$ cat config.mk
export PLATFORM = sky130hd
export DESIGN_NAME = segment_scan_ctrl_flat
export DESIGN_NICKNAME = d
export VERILOG_FILES = /design/src/rtl/seg_pkg.sv /design/src/rtl/segment_scan_ctrl_if.sv /design/src/rtl/seg_encoder.sv /design/src/rtl/segment_scan_ctrl.sv /design/src/flat_wrapper.sv
export SDC_FILE = /design/constraint.sdc
export NUM_CORES = 1
export LEC_CHECK = 0
export BUFFER_PORTS_ARGS = -buffer_cell sky130_fd_sc_hd__buf_2
export CAP_MARGIN = 5
export CORE_MARGIN = 3
export CORE_UTILIZATION = 58
export DETAILED_ROUTE_END_ITERATION = 10
export GPL_TIMING_DRIVEN = 0
export PLACE_DENSITY = 0.78
export SETUP_SLACK_MARGIN = 0.02
export SLEW_MARGIN = 20
export SYNTH_ARGS = -nofsm -noshare
export SYNTH_HDL_FRONTEND = slang
export SYNTH_SLANG_ARGS = --single-unit
$ cat constraint.sdc
create_clock -name clk -period 4.4 [get_ports clk]
set_input_delay 0.66 -clock clk [delete_from_list [all_inputs] [get_ports clk]]
set_output_delay 0.66 -clock clk [all_outputs]
set_load 0.01 [all_outputs]
$ cat src/rtl/seg_pkg.sv
// Shared 7-segment definitions.
// Provides the hex glyph constants (bit0=a .. bit6=g, active-high), a lookup
// function used by seg_encoder, and the scan FSM state encodings.
package seg_pkg;

  localparam logic [6:0] Glyph0 = 7'h3f;
  localparam logic [6:0] Glyph1 = 7'h06;
  localparam logic [6:0] Glyph2 = 7'h5b;
  localparam logic [6:0] Glyph3 = 7'h4f;
  localparam logic [6:0] Glyph4 = 7'h66;
  localparam logic [6:0] Glyph5 = 7'h6d;
  localparam logic [6:0] Glyph6 = 7'h7d;
  localparam logic [6:0] Glyph7 = 7'h07;
  localparam logic [6:0] Glyph8 = 7'h7f;
  localparam logic [6:0] Glyph9 = 7'h6f;
  localparam logic [6:0] GlyphA = 7'h77;
  localparam logic [6:0] GlyphB = 7'h7c;
  localparam logic [6:0] GlyphC = 7'h39;
  localparam logic [6:0] GlyphD = 7'h5e;
  localparam logic [6:0] GlyphE = 7'h79;
  localparam logic [6:0] GlyphF = 7'h71;

  // Leftmost entry is index 15.
  localparam logic [15:0][6:0] Glyphs = {
    GlyphF, GlyphE, GlyphD, GlyphC, GlyphB, GlyphA, Glyph9, Glyph8,
    Glyph7, Glyph6, Glyph5, Glyph4, Glyph3, Glyph2, Glyph1, Glyph0
  };

  // Scan FSM states.
  localparam logic StShow  = 1'b0;
  localparam logic StBlank = 1'b1;

  function automatic logic [6:0] seg_encode(input logic [3:0] value);
    return Glyphs[value];
  endfunction

endpackage

$ cat src/rtl/segment_scan_ctrl_if.sv
// Write/commit port of the segment scan controller.
// master: system side (drives wr_valid, wr_idx, wr_val, commit)
// slave:  controller side (drives wr_ready, commit_pending)
interface segment_scan_ctrl_if #(
  parameter int unsigned NUM_DIGITS = 4
);
  localparam int unsigned IdxW = (NUM_DIGITS > 1) ? $clog2(NUM_DIGITS) : 1;

  logic            wr_valid;
  logic            wr_ready;
  logic [IdxW-1:0] wr_idx;
  logic [3:0]      wr_val;
  logic            commit;
  logic            commit_pending;

  modport master (
    output wr_valid, wr_idx, wr_val, commit,
    input  wr_ready, commit_pending
  );

  modport slave (
    input  wr_valid, wr_idx, wr_val, commit,
    output wr_ready, commit_pending
  );

endinterface

$ cat src/rtl/seg_encoder.sv
// Combinational hex to 7-segment lookup (bit0=a .. bit6=g, active-high).
// value_i   : 4-bit hex value
// segment_o : segment pattern
module seg_encoder
  import seg_pkg::*;
(
  input  logic [3:0] value_i,
  output logic [6:0] segment_o
);

  always_comb begin
    segment_o = seg_encode(value_i);
  end

endmodule

$ cat src/rtl/segment_scan_ctrl.sv
// Time-multiplexed 7-segment scan controller with double-buffered digit storage.
// clk, rst     : clock and synchronous active-high reset
// wr_if        : write/commit port (slave side)
// segment      : segment bus, bit0=a .. bit6=g, active-high
// digit_en     : one-hot digit enable, all-zero during blank gaps
// frame_start  : one-cycle pulse on the first SHOW cycle of digit 0
module segment_scan_ctrl
  import seg_pkg::*;
#(
  parameter int unsigned NUM_DIGITS   = 4,
  parameter int unsigned ON_CYCLES    = 8,
  parameter int unsigned BLANK_CYCLES = 2
) (
  input  logic                  clk,
  input  logic                  rst,
  segment_scan_ctrl_if.slave    wr_if,
  output logic [6:0]            segment,
  output logic [NUM_DIGITS-1:0] digit_en,
  output logic                  frame_start
);

  localparam int unsigned IdxW    = (NUM_DIGITS > 1) ? $clog2(NUM_DIGITS) : 1;
  localparam int unsigned CntMax  = (ON_CYCLES > BLANK_CYCLES) ? ON_CYCLES : BLANK_CYCLES;
  localparam int unsigned CntW    = $clog2(CntMax + 1);
  localparam logic [IdxW-1:0] LastIdx   = IdxW'(NUM_DIGITS - 1);
  localparam logic [CntW-1:0] OnLoad    = CntW'(ON_CYCLES - 1);
  localparam logic [CntW-1:0] BlankLoad = (BLANK_CYCLES > 0) ? CntW'(BLANK_CYCLES - 1) : '0;

  logic                        state_q, state_d;
  logic [CntW-1:0]             cnt_q, cnt_d;      // cycles left in current state, minus one
  logic [IdxW-1:0]             cur_q, cur_d;
  logic                        pending_q, pending_d;
  logic [NUM_DIGITS-1:0][3:0]  shadow_q, shadow_d;
  logic [NUM_DIGITS-1:0][3:0]  active_q, active_d;
  logic [6:0]                  segment_q, segment_d;
  logic [NUM_DIGITS-1:0]       digit_en_q, digit_en_d;
  logic                        frame_start_q, frame_start_d;
  logic                        advance;
  logic [3:0]                  show_val;
  logic [6:0]                  show_glyph;

  // Scan sequencing. Reset parks the FSM on the last cycle of a blank after the
  // final digit, so the first edge out of reset enters SHOW of digit 0 as a
  // normal frame start.
  always_comb begin
    state_d = state_q;
    cnt_d   = cnt_q;
    cur_d   = cur_q;
    advance = 1'b0;

    if (state_q == StShow) begin
      if (cnt_q == '0) begin
        if (BLANK_CYCLES == 0) begin
          advance = 1'b1;
        end else begin
          state_d = StBlank;
          cnt_d   = BlankLoad;
        end
      end else begin
        cnt_d = cnt_q - CntW'(1);
      end
    end else begin
      if (cnt_q == '0) begin
        advance = 1'b1;
      end else begin
        cnt_d = cnt_q - CntW'(1);
      end
    end

    if (advance) begin
      state_d = StShow;
      cnt_d   = OnLoad;
      cur_d   = (cur_q == LastIdx) ? '0 : cur_q + IdxW'(1);
    end

    frame_start_d = advance && (cur_d == '0);
  end

  // Register files and commit handshake. Writes are blocked while a transfer
  // is outstanding, so the snapshot taken at the frame edge is stable.
  always_comb begin
    shadow_d  = shadow_q;
    active_d  = active_q;
    pending_d = pending_q;

    if (wr_if.wr_valid && !pending_q && (32'(wr_if.wr_idx) < NUM_DIGITS)) begin
      shadow_d[wr_if.wr_idx] = wr_if.wr_val;
    end

    if (pending_q) begin
      // pending_q is only set after the commit edge, so this is strictly later.
      if (frame_start_d) begin
        active_d  = shadow_q;
        pending_d = 1'b0;
      end
    end else if (wr_if.commit) begin
      pending_d = 1'b1;
    end
  end

  // Outputs are registered from next-state so digit 0 of a transfer frame
  // already shows the new contents.
  assign show_val = active_d[cur_d];

  seg_encoder u_seg_encoder (
    .value_i   (show_val),
    .segment_o (show_glyph)
  );

  always_comb begin
    digit_en_d = '0;
    segment_d  = '0;
    if (state_d == StShow) begin
      digit_en_d[cur_d] = 1'b1;
      segment_d         = show_glyph;
    end
  end

  always_ff @(posedge clk) begin
    if (rst) begin
      state_q       <= StBlank;
      cnt_q         <= '0;
      cur_q         <= LastIdx;
      pending_q     <= 1'b0;
      shadow_q      <= '0;
      active_q      <= '0;
      segment_q     <= '0;
      digit_en_q    <= '0;
      frame_start_q <= 1'b0;
    end else begin
      state_q       <= state_d;
      cnt_q         <= cnt_d;
      cur_q         <= cur_d;
      pending_q     <= pending_d;
      shadow_q      <= shadow_d;
      active_q      <= active_d;
      segment_q     <= segment_d;
      digit_en_q    <= digit_en_d;
      frame_start_q <= frame_start_d;
    end
  end

  assign segment              = segment_q;
  assign digit_en             = digit_en_q;
  assign frame_start          = frame_start_q;
  assign wr_if.wr_ready       = !pending_q;
  assign wr_if.commit_pending = pending_q;

endmodule

$ cat src/flat_wrapper.sv
// flat-port wrapper written by rule: the top's interface ports become plain ports
module segment_scan_ctrl_flat import seg_pkg::*;
#(
  parameter int unsigned NUM_DIGITS   = 4,
  parameter int unsigned ON_CYCLES    = 8,
  parameter int unsigned BLANK_CYCLES = 2
)
  (clk, rst, segment, digit_en, frame_start, wr_if_wr_valid, wr_if_wr_idx, wr_if_wr_val, wr_if_commit, wr_if_wr_ready, wr_if_commit_pending);
  segment_scan_ctrl_if #(.NUM_DIGITS(NUM_DIGITS)) wr_if_i ();
  input  logic clk;
  input  logic rst;
  output logic [6:0] segment;
  output logic [NUM_DIGITS-1:0] digit_en;
  output logic frame_start;
  input wire logic [$bits(wr_if_i.wr_valid)-1:0] wr_if_wr_valid;
  input wire logic [$bits(wr_if_i.wr_idx)-1:0] wr_if_wr_idx;
  input wire logic [$bits(wr_if_i.wr_val)-1:0] wr_if_wr_val;
  input wire logic [$bits(wr_if_i.commit)-1:0] wr_if_commit;
  output wire logic [$bits(wr_if_i.wr_ready)-1:0] wr_if_wr_ready;
  output wire logic [$bits(wr_if_i.commit_pending)-1:0] wr_if_commit_pending;
  assign wr_if_i.wr_valid = wr_if_wr_valid;
  assign wr_if_i.wr_idx = wr_if_wr_idx;
  assign wr_if_i.wr_val = wr_if_wr_val;
  assign wr_if_i.commit = wr_if_commit;
  assign wr_if_wr_ready = wr_if_i.wr_ready;
  assign wr_if_commit_pending = wr_if_i.commit_pending;
  segment_scan_ctrl #(.NUM_DIGITS(NUM_DIGITS), .ON_CYCLES(ON_CYCLES), .BLANK_CYCLES(BLANK_CYCLES)) u_core (.clk(clk), .rst(rst), .wr_if(wr_if_i), .segment(segment), .digit_en(digit_en), .frame_start(frame_start));
endmodule
**Yosys cells after proc, flatten, opt, wreduce, memory -nomap -nowiden**

Memories as Yosys holds them, arrays and structs flattened. A register that Yosys moved wholly into a read port is not among the register bits.
Index checks and enable logic that the tools add are counted.

- Input port bits: 10
- Register bits: 45
- Memories kept: 1
- Output and inout bits: 14
- Memory bits (read-only): 112

Memory list:

| memory | depth | bits a word | rd ports | clocked after Yosys merged registers in | write ports | RTL line | text |
|---|---|---|---|---|---|---|---|
| (no name shown) | 16 | 7 | 1 | 1 | 0 | seg_pkg.sv:34 | `return Glyphs[value];` |

- Add/sub/neg operators: 2
- Reductions and logical operators: 9
- Magnitude comparators: 4
- Muxes and demuxes: 22
- Equality and inequality tests: 3

Operators by type and width:

| operator | count |
|---|---|
| 2-to-1 mux 16 bit | 2 |
| 2-to-1 mux 4 bit | 5 |
| bitwise mux 16 bit | 1 |
| binary-select mux 4 bit (select 2 bit) | 1 |
| demux 4 bit (select 2 bit) | 1 |
| 2-to-1 mux 1 bit | 8 |
| less-than comparator 2 x 3 -> 1 bit (second input constant) | 2 |
| >= comparator 2 x 1 -> 1 bit (second input constant) | 2 |
| logical AND 1 bit | 4 |
| logical NOT 4 bit | 1 |
| 2-to-1 mux 2 bit | 2 |
| OR reduction 2 bit | 2 |
| subtractor 4 x 1 -> 4 bit (second input constant) | 1 |
| 2-to-1 mux 3 bit | 1 |
| inequality test 3 bit (second input constant) | 1 |
| adder 2 x 1 -> 2 bit (second input constant) | 1 |
| demux 1 bit (select 2 bit) | 1 |
| == test 2 bit (second input constant) | 1 |
| logical NOT 2 bit | 1 |
| inequality test 2 bit (second input constant) | 1 |
| logical NOT 1 bit | 1 |

**Depth between registers and ports, before layout**

- Depth after elaboration: 10
- Depth in mapped cells: 16
- Mapped depth without buffers: 14

**Cells and area by module**

Synthesis repeated with hierarchy kept, for this count alone.

- Cell total of the unflattened synthesis: 242
- Area total of the unflattened synthesis: 2,323.5 µm²

By module, submodules not included:

| module | seq. area each (µm²) | instances | area each (µm²) | cells each |
|---|---|---|---|---|
| segment_scan_ctrl | 1,041.0 | 1 | 2,029.4 | 209 |
| seg_encoder | 0.0 | 1 | 294.0 | 33 |

**Worst setup path after synthesis**

Ideal clock, no wire load.

- Path type: register to register
- Start: register u_core.cnt_q[0]
- End: register u_core.segment_q[6], in the netlist u_core.segment[6]
- Stages on the path, launching flop included: 16
- Data arrival time: 3.305 ns
- Slack: 1.000 ns
- Library setup time: 0.095 ns
- Required time: 4.305 ns
- Path through: dfxtp_1 -> inv_1 -> ha_1 -> nand2b_1 -> nor2_1 -> ha_1 -> buf_6 -> and3b_1 -> buf_2 -> nand2_1 -> mux2_2 -> a221oi_2 -> inv_1 -> ha_1 -> mux2_1 -> a221oi_1

- Longest elaborated chain between the ends: 10
- Elaborated cells between the ends (all ways): 13

Ends and longest elaborated chain:

| item | RTL line | text |
|---|---|---|
| start: declaration | segment_scan_ctrl.sv:30 | `logic [CntW-1:0] cnt_q, cnt_d;` |
| start signal: assignment | segment_scan_ctrl.sv:132 | `cnt_q <= cnt_d;` |
| logical NOT 4 bit (*) | segment_scan_ctrl.sv:52, segment_scan_ctrl.sv:63 |  |
| 2-to-1 mux 1 bit (*) | segment_scan_ctrl.sv:52, segment_scan_ctrl.sv:63 |  |
| 2-to-1 mux 1 bit | segment_scan_ctrl.sv:51 | `if (state_q == StShow) begin` |
| 2-to-1 mux 2 bit | segment_scan_ctrl.sv:70 | `if (advance) begin` |
| logical NOT 2 bit | segment_scan_ctrl.sv:76 | `frame_start_d = advance && (cur_d == '0);` |
| logical AND 1 bit | segment_scan_ctrl.sv:76 |  |
| 2-to-1 mux 16 bit | segment_scan_ctrl.sv:92 | `if (frame_start_d) begin` |
| 2-to-1 mux 16 bit | segment_scan_ctrl.sv:90 | `if (pending_q) begin` |
| binary-select mux 4 bit (select 2 bit) | segment_scan_ctrl.sv:103 | `assign show_val = active_d[cur_d];` |
| 2-to-1 mux 4 bit (implied by the code) | segment_scan_ctrl.sv:103 |  |
| end: declaration | segment_scan_ctrl.sv:35 | `logic [6:0] segment_q, segment_d;` |

Mark *: on every way between the ends. The rest lies on a longest branch, timed or not. The select of a mux whose other input is x is not followed.
A chain may end at the register's enable or synchronous reset.

**Worst setup path in the final report**

Same ends and word-level chain as after synthesis.

==> key figures <==
Outcome
  – Outcome: finished, final reports clean

CTS
  – Post-cts gate resize count: 0
  – Hold_buf cts: 0
  – Root Driver: clkbuf_8
  – # clock sinks: 52
  – CTS tree: yes
  – Clk_lat worst skew: 0.30 ns
  – TritonCTS Buffers: 5
  – CTS clk-pin slew, worst paths: 0.09 ns
  – # Post-CTS Setup Buffers: 0
  – H-tree depth: 2
  – CTS Buffer Depth: 2

Critical path
  – Slowest-stage cell, CP: a221oi_2
  – CP endpoint kind: register
  – Crit-path cells: inv_1, ha_1, nand2b_1, nor2_1, ha_1, buf_6, and3b_1, buf_2, nand2_1, mux2_2, a221oi_2, inv_1, ha_1, mux2_1, a221oi_1
  – Slowest stage delay, CP: 0.50 ns
  – CP required: 4.61 ns
  – Worst-case reg-to-reg path depth: 15
  – Worst r2r src: u_core.cnt_q[0]
  – WS Path Type: register to register
  – CP delay by family, top: adder cells
  – Startpoint types: register
  – Reg-to-reg endpoint: u_core.segment[6]
  – Most used cell along the critical path: ha_1
  – R2R Setup Slk: 0.48 ns
  – Crit path DAT: 4.13 ns
  – WP buf/inv: 4
  – Critical-path maximum fanout: 10

Power and ir drop
  – P_int: 1.00 mW
  – Seq pwr share: 0.358
  – Power Total: 1.63 mW
  – Power Density: 600 mW/mm2
  – Clock power share: 0.202
  – Leak: 1.12 nW
  – Sw Ratio: 0.386
  – VDD IR max: 0.000292 V
  – P_sw: 0.630 mW
  – Comb power frac: 0.440

GRT
  – Vias in the first global route: 1876
  – Grt ovf: 0
  – Largest net degree at the start of global routing: 18
  – Initial antenna violation count: 0
  – First-pass GRT wire length: 8.56 mm
  – GRT Total Usage: 0.212

STA
  – Max-slew violations: 0
  – Setup-failing EPs final: 0
  – TNS Setup: 0 ns
  – Post-route minimum period: 3.92 ns
  – Worst-Margin Slew: 0.683 ns
  – FMAX: 255 MHz
  – Slew headroom: 0.544
  – Clock Skew: 0.00546 ns
  – Final hold vios: 0
  – RSZ-0062 raised after global routing: no
  – Tcrit/Tclk final: 0.890

Flow run
  – Max-cap violations: 0

Yosys
  – EDFF count, synth: 0
  – Seq/Total Area, Yosys: 0.430
  – Synthesized area: 0.00242 mm2
  – Syn nets: 288
  – Synth unique cells: 51
  – Synthesis Warnings: 0
  – Most common flop cell mapped by yosys: dfxtp_1
  – Ys async rst share: 0
  – Yosys top cell area share: 0.430
  – Flops & latches, synth: 52
  – Syn_area_per_cell: 9.11 um2
  – Mapped Cells: 266
  – Largest area contributor in the netlist: dfxtp_1
  – Synth area leaders: dfxtp_1, mux2i_1, ha_1

Route
  – DRC violations left: 0
  – ANT nets after route: 0
  – WL final: 4.85 mm
  – Vias per Instance: 5.57
  – Routed wire per std cell: 14.1 um
  – Drt first pass iters: 4
  – Initial drt markers: 140
  – Total number of vias: 1922

Floorplan
  – Die Wd: 70.6 um
  – Starting density of the core: 0.629
  – Cell row count: 22
  – IO Pins: 24
  – CORE AREA: 0.00385 mm2
  – Die Area: 0.00499 mm2
  – Die height: 70.6 um

Placement
  – Dpl hpwl: 3.55 mm
  – Gpl congestion: 0.828
  – Port buffer count: 23

Worst hold path
  – Hold Path Stages: 2
  – Hold crit path type: register to register
  – Hold Startpoint: u_core.shadow_q[9]
  – Min-Delay Endpoint: u_core.active_q[9]

Cells and area
  – Most frequent cells in the layout: dfxtp_1, nand2_1, nor2_1, buf_2
  – Area delta synth->final: 12.2%
  – Ant diodes: 0
  – Layout cells sized above 1: 0.172
  – Final Net Count: 318
  – Commonest non-fill, non-tap cell in the layout: dfxtp_1
## how the worst max path moves through the flow
stage               startpoint           endpoint  slack (ns)  cells past startpoint
2_1_floorplan  u_core.cnt_q[0]  u_core.segment[6]         1.0                     15
3_3_place_gp   u_core.cnt_q[0]  u_core.segment[6]        0.57                     15
3_5_place_dp   u_core.cnt_q[0]  u_core.segment[6]        0.55                     15
4_1_cts        u_core.cnt_q[0]  u_core.segment[6]        0.50                     15
5_1_grt        u_core.cnt_q[0]  u_core.segment[6]        0.14                     15
6_report       u_core.cnt_q[0]  u_core.segment[6]        0.48                     15
## cell families after synthesis
| logic type | count (synthesis) | share of synthesized area |
|---|---|---|
| fa+ha+maj | 12 | 0.0620 |
| xor+xnor | 1 | 0.00362 |
| flops | 52 | 0.430 |
| compound gates | 46 | 0.131 |
| buf+inv | 23 | 0.0439 |
| mux | 25 | 0.112 |
| simple gates | 107 | 0.217 |
## layer usage
metal | part of all wire | vias to the layer above | global-route usage
met5 | 0 | - | 0
met1 | 0.48 | 881 | 0.285
met2 | 0.46 | 44 | 0.334
met3 | 0.042 | 9 | 0.0497
li1 | - | 988 | -
met4 | 0.021 | 0 | 0.0793
## power groups by stage
stage	combinational [mW]	clock [mW]	sequential (mW)
6_report	0.717	0.330	0.584
5_1_grt	0.801	0.354	0.593
4_1_cts	0.712	0.337	0.583
3_5_place_dp	0.706	0	0.594
3_3_place_gp	0.701	0	0.591
2_1_floorplan	0.542	0	0.602
## layout make-up
type	instances	area, um2
flip-flops and latches	52	1040
well taps	48	60.1
plain buffers	13	68.8
multi-input cells	191	1280
inverters	10	37.5
fillers	319	1130
clock buffers	5	68.8
repair buffers	23	115
clock inverters	3	46.3
## per-stage QoR
stage / cells / area, um2 / hold slack, ns / setup slack, ns / utilization
floorplan: 266 / 2420 / 0.431 / 1.00 / -
global placement: 337 / 2600 / 0.441 / 0.570 / 0.674
detailed placement: 337 / 2600 / 0.446 / 0.554 / 0.674
CTS: 345 / 2710 / 0.461 / 0.498 / 0.704
global route: 345 / 2720 / 0.481 / 0.140 / 0.706
finish: 345 / 2720 / 0.462 / 0.484 / 0.706
## flip-flops by register name, summed over array words and instances (netlist names)
name                         count
u_core.active_q                 16
u_core.wr_if.commit_pending      1
u_core.frame_start               1
u_core.state_q                   1
u_core.segment                   7
u_core.shadow_q                 16
u_core.cnt_q                     4
u_core.digit_en                  4
u_core.cur_q                     2
## cell usage after synthesis (2+ instances only)
| cell type | n |
|---|---|
| mux2_2 | 3 |
| o211ai_1 | 5 |
| ha_1 | 12 |
| or4_1 | 2 |
| buf_6 | 2 |
| mux2i_1 | 19 |
| nand3_1 | 6 |
| o21ai_0 | 2 |
| a31oi_1 | 3 |
| nor4_1 | 2 |
| o32a_1 | 2 |
| a211oi_1 | 3 |
| nand2b_1 | 3 |
| nor2_1 | 33 |
| a21oi_1 | 19 |
| nor2b_1 | 3 |
| nand2_1 | 33 |
| dfxtp_1 | 52 |
| nor3b_1 | 2 |
| o211ai_2 | 2 |
| or2_2 | 2 |
| clkbuf_1 | 8 |
| nor3_1 | 9 |
| o21a_1 | 2 |
| nor4bb_1 | 2 |
| inv_1 | 10 |
## worst min-delay path, delay by kind of cell, from the launching register on
kind            cells  cell delay [ns]
flops               1             0.32
simple gates        1             0.05
compound gates      1             0.05
(Power assumes the default switching activity.)
